**src/rtl/multicycle_controller_if.sv**
```systemverilog
// multicycle_controller_if: instruction fields, flags and datapath control bundle
interface multicycle_controller_if;
  logic [5:0] op, funct;
  logic zero, memready;
  logic iord, memwrite, irwrite, regdst, memtoreg, regwrite, alusrca, pcen;
  logic [1:0] alusrcb, pcsrc;
  logic [2:0] alucontrol;
  logic [3:0] state;
  modport master (
    input  op, funct, zero, memready,
    output iord, memwrite, irwrite, regdst, memtoreg, regwrite, alusrca, pcen,
    output alusrcb, pcsrc, alucontrol, state
  );
  modport slave (
    output op, funct, zero, memready,
    input  iord, memwrite, irwrite, regdst, memtoreg, regwrite, alusrca, pcen,
    input  alusrcb, pcsrc, alucontrol, state
  );
endinterface

```
**src/rtl/multicycle_controller.sv**
```systemverilog
// multicycle_controller: multicycle MIPS control FSM with built-in ALU-control decode
module multicycle_controller #(
  parameter bit WAIT_EN = 1'b1
) (
  input logic clk,
  input logic reset,
  multicycle_controller_if.master bus
);
  typedef enum logic [3:0] {
    FETCH, DECODE, MEMADR, MEMRD, MEMWB, MEMWR,
    RTYPEEX, RTYPEWB, BEQEX, ADDIEX, ADDIWB, JEX
  } state_t;
  state_t cur, dst, nxt;
  logic rdy, run, ir, mw, rw, pcw, branch;
  logic [1:0] aluop;
  logic [2:0] fdec;
  assign rdy = bus.memready | ~WAIT_EN;
  assign run = ~reset;
  // outputs decode as FETCH while reset is held
  assign dst = reset ? FETCH : cur;
  assign bus.state = cur;
  assign bus.irwrite = ir & run;
  assign bus.memwrite = mw & run;
  assign bus.regwrite = rw & run;
  assign bus.pcen = (pcw | (branch & bus.zero)) & run;
  always_ff @(posedge clk)
    cur <= reset ? FETCH : nxt;
  always_comb begin
    nxt = dst;
    bus.iord = 1'b0;
    bus.regdst = 1'b0;
    bus.memtoreg = 1'b0;
    bus.alusrca = 1'b0;
    bus.alusrcb = 2'b00;
    bus.pcsrc = 2'b00;
    aluop = 2'b00;
    ir = 1'b0;
    mw = 1'b0;
    rw = 1'b0;
    pcw = 1'b0;
    branch = 1'b0;
    case (dst)
      FETCH: begin
        bus.alusrcb = 2'b01;
        ir = rdy;
        pcw = rdy;
        nxt = rdy ? DECODE : FETCH;
      end
      DECODE: begin
        bus.alusrcb = 2'b11;
        nxt = (bus.op == 6'b100011 || bus.op == 6'b101011) ? MEMADR :
              bus.op == 6'b000000 ? RTYPEEX :
              bus.op == 6'b000100 ? BEQEX :
              bus.op == 6'b001000 ? ADDIEX :
              bus.op == 6'b000010 ? JEX : FETCH;
      end
      MEMADR: begin
        bus.alusrca = 1'b1;
        bus.alusrcb = 2'b10;
        nxt = bus.op == 6'b100011 ? MEMRD : MEMWR;
      end
      MEMRD: begin
        bus.iord = 1'b1;
        nxt = rdy ? MEMWB : MEMRD;
      end
      MEMWB: begin
        bus.memtoreg = 1'b1;
        rw = 1'b1;
        nxt = FETCH;
      end
      MEMWR: begin
        bus.iord = 1'b1;
        mw = 1'b1;
        nxt = rdy ? FETCH : MEMWR;
      end
      RTYPEEX: begin
        bus.alusrca = 1'b1;
        aluop = 2'b10;
        nxt = RTYPEWB;
      end
      RTYPEWB: begin
        bus.regdst = 1'b1;
        rw = 1'b1;
        nxt = FETCH;
      end
      BEQEX: begin
        bus.alusrca = 1'b1;
        bus.pcsrc = 2'b01;
        aluop = 2'b01;
        branch = 1'b1;
        nxt = FETCH;
      end
      ADDIEX: begin
        bus.alusrca = 1'b1;
        bus.alusrcb = 2'b10;
        nxt = ADDIWB;
      end
      ADDIWB: begin
        rw = 1'b1;
        nxt = FETCH;
      end
      JEX: begin
        bus.pcsrc = 2'b10;
        pcw = 1'b1;
        nxt = FETCH;
      end
      default: nxt = FETCH;
    endcase
  end
  always_comb begin
    case (bus.funct)
      6'b100010: fdec = 3'b110;
      6'b100100: fdec = 3'b000;
      6'b100101: fdec = 3'b001;
      6'b101010: fdec = 3'b111;
      default:   fdec = 3'b010;
    endcase
    bus.alucontrol = aluop[1] ? fdec : aluop[0] ? 3'b110 : 3'b010;
  end
endmodule

```
**src/flat_wrapper.sv**
```systemverilog
// flat-port wrapper written by rule: the top's interface ports become plain ports
module multicycle_controller_flat 
#(
  parameter bit WAIT_EN = 1'b1
)
  (clk, reset, bus_op, bus_funct, bus_zero, bus_memready, bus_iord, bus_memwrite, bus_irwrite, bus_regdst, bus_memtoreg, bus_regwrite, bus_alusrca, bus_pcen, bus_alusrcb, bus_pcsrc, bus_alucontrol, bus_state);
  multicycle_controller_if bus_i ();
  input logic clk;
  input logic reset;
  input wire logic [$bits(bus_i.op)-1:0] bus_op;
  input wire logic [$bits(bus_i.funct)-1:0] bus_funct;
  input wire logic [$bits(bus_i.zero)-1:0] bus_zero;
  input wire logic [$bits(bus_i.memready)-1:0] bus_memready;
  output wire logic [$bits(bus_i.iord)-1:0] bus_iord;
  output wire logic [$bits(bus_i.memwrite)-1:0] bus_memwrite;
  output wire logic [$bits(bus_i.irwrite)-1:0] bus_irwrite;
  output wire logic [$bits(bus_i.regdst)-1:0] bus_regdst;
  output wire logic [$bits(bus_i.memtoreg)-1:0] bus_memtoreg;
  output wire logic [$bits(bus_i.regwrite)-1:0] bus_regwrite;
  output wire logic [$bits(bus_i.alusrca)-1:0] bus_alusrca;
  output wire logic [$bits(bus_i.pcen)-1:0] bus_pcen;
  output wire logic [$bits(bus_i.alusrcb)-1:0] bus_alusrcb;
  output wire logic [$bits(bus_i.pcsrc)-1:0] bus_pcsrc;
  output wire logic [$bits(bus_i.alucontrol)-1:0] bus_alucontrol;
  output wire logic [$bits(bus_i.state)-1:0] bus_state;
  assign bus_i.op = bus_op;
  assign bus_i.funct = bus_funct;
  assign bus_i.zero = bus_zero;
  assign bus_i.memready = bus_memready;
  assign bus_iord = bus_i.iord;
  assign bus_memwrite = bus_i.memwrite;
  assign bus_irwrite = bus_i.irwrite;
  assign bus_regdst = bus_i.regdst;
  assign bus_memtoreg = bus_i.memtoreg;
  assign bus_regwrite = bus_i.regwrite;
  assign bus_alusrca = bus_i.alusrca;
  assign bus_pcen = bus_i.pcen;
  assign bus_alusrcb = bus_i.alusrcb;
  assign bus_pcsrc = bus_i.pcsrc;
  assign bus_alucontrol = bus_i.alucontrol;
  assign bus_state = bus_i.state;
  multicycle_controller #(.WAIT_EN(WAIT_EN)) u_core (.clk(clk), .reset(reset), .bus(bus_i));
endmodule
```
**config.mk**
```make
export PLATFORM = sky130hd
export DESIGN_NAME = multicycle_controller_flat
export DESIGN_NICKNAME = d
export VERILOG_FILES = /design/src/rtl/multicycle_controller_if.sv /design/src/rtl/multicycle_controller.sv /design/src/flat_wrapper.sv
export SDC_FILE = /design/constraint.sdc
export NUM_CORES = 1
export LEC_CHECK = 0
export BUFFER_PORTS_ARGS = -buffer_cell sky130_fd_sc_hd__buf_2
export CAP_MARGIN = 15
export CORE_MARGIN = 2
export CORE_UTILIZATION = 42
export DETAILED_ROUTE_END_ITERATION = 8
export GPL_TIMING_DRIVEN = 0
export PLACE_DENSITY = 0.77
export SLEW_MARGIN = 25
export SYNTH_ARGS = -nofsm -noshare
export SYNTH_HDL_FRONTEND = slang
export SYNTH_SLANG_ARGS = --single-unit
```
**constraint.sdc**
```tcl
create_clock -name clk -period 1.79 [get_ports clk]
set_clock_uncertainty 0.2 [all_clocks]
set_input_delay 0.358 -clock clk [delete_from_list [all_inputs] [get_ports clk]]
set_output_delay 0.358 -clock clk [all_outputs]
set_load 0.05 [all_outputs]
```
==> metrics, run 1 <==
#FFs+latches synth 4; master cell of the clock root buffer sky130_fd_sc_hd__clkbuf_4; EDFF count, synth 0; die height 41.9 um; first error [ERROR DPL-0038] Utilization greater than 100%, impossible to legalize; Worst EP kind primary output; Post-Syn Instances 87; proportion of register bits with asynchronous set or reset after synthesis 0%; number of synthesis warnings 0; initial core utilization 45.9%; number of CTS-inserted buffers 3; synth unique cells 44; most common flop cell mapped by yosys sky130_fd_sc_hd__dfxtp_1; share of synthesized area occupied by flip-flops and latches 13.3%; number of core rows 13; per-instance average area after synthesis 6.95 um^2; deepest level of the CTS H-tree 1; net count after synthesis 103; stage where the run ended 5_1_grt; worst-slack endpoint at the end of global-route timing repair bus_alucontrol[1]; pin count of the biggest net entering global routing 11; count of input and output buffers 34; Bufs on Longest Clock Path 2; pre-CTS setup slack -0.485 ns; half-perimeter wire length after detailed placement 1550 um; Die Wd 41.9 um; total standard cell area after synthesis 604 um^2; placer congestion estimate 0.851; run status aborted with a tool error; boundary pin count 35; clock tree sinks 4
## synthesized netlist by cell type (all sizes together), types with 2 or more instances
master,count,share of area (%)
dfxtp,4,13
or2,3,3.1
nand2b,5,5.2
nand2,4,2.5
xnor2,2,2.9
nor2,9,5.6
nand3,3,2.5
nand4b,3,4.3
buf,5,5.6
a21oi,6,5.0
or3,2,2.1
o32ai,2,2.9
or3b,2,2.9
nand3b,2,2.5
nor3,8,7.5
nor4,2,3.1
a31oi,2,2.1
o21ai,2,1.7
inv,3,1.9
## logic make-up after synthesis
logic type	synth area share, %
AO/OA/AOI/OAI	22.4
XOR/XNOR	4.35
buffers and inverters	8.07
flip-flops	13.3
multiplexers	1.86
AND/OR/NAND/NOR	50.1
## per-stage QoR
stage | std cells | hold WS, ns | area (um^2)
after floorplan | 87 | 0.346 | 767
after global placement | 136 | 0.458 | 956
after detailed placement | 136 | 0.462 | 956
after CTS | 153 | 0.281 | 1270
## timing repair
| action | CTS |
|---|---|
| resized for setup | 50 |
| setup buffers | 14 |
| setup endpoints to repair | 15 |
| cloned | 0 |
| pin swaps | 11 |
| hold buffers | 0 |
==> inputs of run 2 (changes only) <==
Settings changed: CORE_AREA from default to 2 2 63 65, CORE_MARGIN 2 to default, CORE_UTILIZATION 42 to default, DIE_AREA from default to 0 0 65 67, PLACE_DENSITY 0.77 to default, PLACE_DENSITY_LB_ADDON from default to 0.15.
==> metrics, run 2 <==
run status complete, but fails checks; violated checks negative setup slack; #FFs+latches synth 4; most numerous cell types in the synthesized netlist sky130_fd_sc_hd__nor2_1 (9), sky130_fd_sc_hd__nor3_1 (7), sky130_fd_sc_hd__a21oi_1 (6); core area 3610 um^2; master cell of the clock root buffer sky130_fd_sc_hd__clkbuf_8; Max-cap violations 0; most instantiated library cell after synthesis sky130_fd_sc_hd__nor2_1; Worst Setup Start Kind flop; Non-Filler Cell Area, Final 1540 um^2; number of antenna violations at the first check in global routing 0; worst setup slack after layout -0.371 ns; arrival time of the worst setup path 1.60 ns; Sequential Power Share 18.5%; commonest cells after routing, fill and taps aside sky130_fd_sc_hd__buf_4 (22), sky130_fd_sc_hd__buf_6 (19), sky130_fd_sc_hd__buf_2 (19); antenna cell count 0; total standard cell area after synthesis 604 um^2; part of the power in the clock network 37.7%; number of endpoints with negative hold slack in the final report 0; initial core utilization 16.8%; via count 914; pin slew with the least headroom to its limit 0.331 ns; proportion of register bits with asynchronous set or reset after synthesis 0%; clock latency at the later pin of the worst-skew pair 0.21 ns; CTS tree built; number of synthesis warnings 0; sum of overflow across all layers after global routing 0; Max Fanout on Critical Path 4; flip-flop count of the largest register after layout 4; count of input and output buffers 34; worst reg2reg setup slack 0.02 ns; Detailed Route Iter0 Violations 8; DRC Markers 0; number of CTS-inserted buffers 3; synth unique cells 44; share of the cycle needed by the critical path after routing 121%; cell area after placement 997 um^2; kind of critical path flop to primary output; clk slew on worst S/H paths 0.03 ns; worst voltage drop across the vdd grid 0.306 mV; average wire per standard cell 12.9 um; number of core rows 22; net count after synthesis 103; relative max-transition margin 77.9%; Post-Syn Instances 87; Bufs on Longest Clock Path 2; crit path time final 2.16 ns; Die Wd 65 um; RSZ-0062 raised after global routing true; deepest level of the CTS H-tree 1; top achievable clock speed 463 MHz; number of iterations in the first detailed-routing pass 4; proportion of total power due to net switching 30.9%; number of vias per cell after detailed routing 4.52; clock tree sinks 4; count of filler cells inserted in the layout 369; Layout Nets 172; wire length of the first global-routing pass 4100 um; CP Cell Sequence nand3b_1, inv_2, nand4b_1, or4b_4, buf_6; number of nets with antenna violations after routing 0; share of cells above drive strength 1 73.4%; required time of the critical path 1.23 ns; cell taking the most area after synthesis sky130_fd_sc_hd__dfxtp_1; static leakage 0.000632 uW; post-layout power 484 uW; boundary pin count 35; EDFF count, synth 0; half-perimeter wire length after detailed placement 1710 um; cells taking the most area after synthesis sky130_fd_sc_hd__dfxtp_1 (13%), sky130_fd_sc_hd__nor3_1 (5.8%), sky130_fd_sc_hd__nor2_1 (5.6%); Buffers & Inverters on Critical Path 2; sort of element at the end of the critical path primary output; most common cell after layout, fill and taps aside sky130_fd_sc_hd__buf_4; die height 67 um; setup-violating endpoint count in the final report 12; DRT Wirelength 2600 um; most common flop cell mapped by yosys sky130_fd_sc_hd__dfxtp_1; Area growth, synth to finish 155%; Crit-path slowest cell sky130_fd_sc_hd__or4b_4; share of synthesized area occupied by flip-flops and latches 13.3%; power per unit of standard cell area 314 nW/um^2; Die ar. 4360 um^2; pin count of the biggest net entering global routing 11; stage delay of the slowest cell on the critical path 0.50 ns; Post-Route Hold Slack 0.372 ns; number of global-route vias before repair 910; combinational share of power 43.8%; per-instance average area after synthesis 6.95 um^2; design internal power 335 uW; worst hold path class primary input to flop; end-of-flow core utilization 42.7%; combined global-route utilization of all metal layers 11.9%; family of cells with the greatest summed delay on the critical path simple AND/OR/NAND/NOR gates; pre-CTS setup slack -0.512 ns; post-synth top area share 13.3%; Pins Over Slew Limit 0; placer congestion estimate 0.792; reported net switching power 150 uW
run 2: cell counts after synthesis:
Identical to the previous run, type by type.
run 2: worst paths after layout:
| check | start | endpoint | depth (start not counted) |
|---|---|---|---|
| hold / removal | bus_op[2] | u_core.bus.state[0]$_SDFF_PP0_ | 3 |
| hold reg to reg | u_core.bus.state[2]$_SDFF_PP0_ | u_core.bus.state[1]$_SDFF_PP0_ | 3 |
| setup reg to reg | u_core.bus.state[2]$_SDFF_PP0_ | u_core.bus.state[0]$_SDFF_PP0_ | 6 |
| setup / recovery | u_core.bus.state[3]$_SDFF_PP0_ | bus_alucontrol[1] | 5 |
run 2: area by class of cell:
| type | count | area (um^2) | share of cell area, % |
|---|---|---|---|
| Buffer | 5 | 86.3 | 5.60 |
| Sequential cell | 4 | 95.1 | 6.17 |
| Inverter | 3 | 13.8 | 0.893 |
| Clock buffer | 3 | 41.3 | 2.68 |
| Timing Repair Buffer | 65 | 558 | 36.2 |
| Multi-Input combinational cell | 74 | 687 | 44.6 |
| Tap cell | 48 | 60.1 | 3.90 |
run 2: logic make-up (layout without fill, tap and decap cells):
family,after synthesis,in the layout,synth area share (%)
simple gates,50,50,50.1
compound gates,20,20,22.4
buf+inv,9,76,8.07
flops,4,4,13.3
xor+xnor,3,3,4.35
mux,1,1,1.86
run 2: per-stage QoR:
stage / std cells / setup TNS, ns
after global placement: 169 / -2.35
final: 202 / -2.46
after global routing: 202 / -3.15
after CTS: 195 / -2.72
after floorplan: 87 / -2.29
after detailed placement: 169 / -2.35
run 2: metal layers:
metal	track usage, %	vias to the layer above	part of all wire [%]
li1	-	462	-
met4	0.532	0	0
met1	14.3	429	43
met3	1.18	0	3.2
met5	0	-	0
met2	23.7	23	54
run 2: worst reg2reg max path, delay by kind of cell, from the launching register on:
| family | cells | cell delay, ns |
|---|---|---|
| DFF | 1 | 0.34 |
| buffers and inverters | 2 | 0.25 |
| and+or+nand+nor | 3 | 0.55 |
| AOI/OAI and AO/OA | 1 | 0.34 |
run 2: power by group through the flow:
stage / registers [uW] / logic [uW] / clock network [uW]
floorplan: 98.0 / 91.2 / 0
global placement: 91.1 / 143 / 0
detailed placement: 91.1 / 145 / 0
CTS: 90.0 / 190 / 189
global route: 89.7 / 225 / 195
finish: 89.5 / 212 / 183
run 2: what timing repair did:
action	in CTS	in global routing
pin swaps	11	10
hold buffers	0	0
resized for setup	56	11
setup buffers	23	9
endpoints found under the setup margin	15	17
Power figures use the tool's default switching activity.
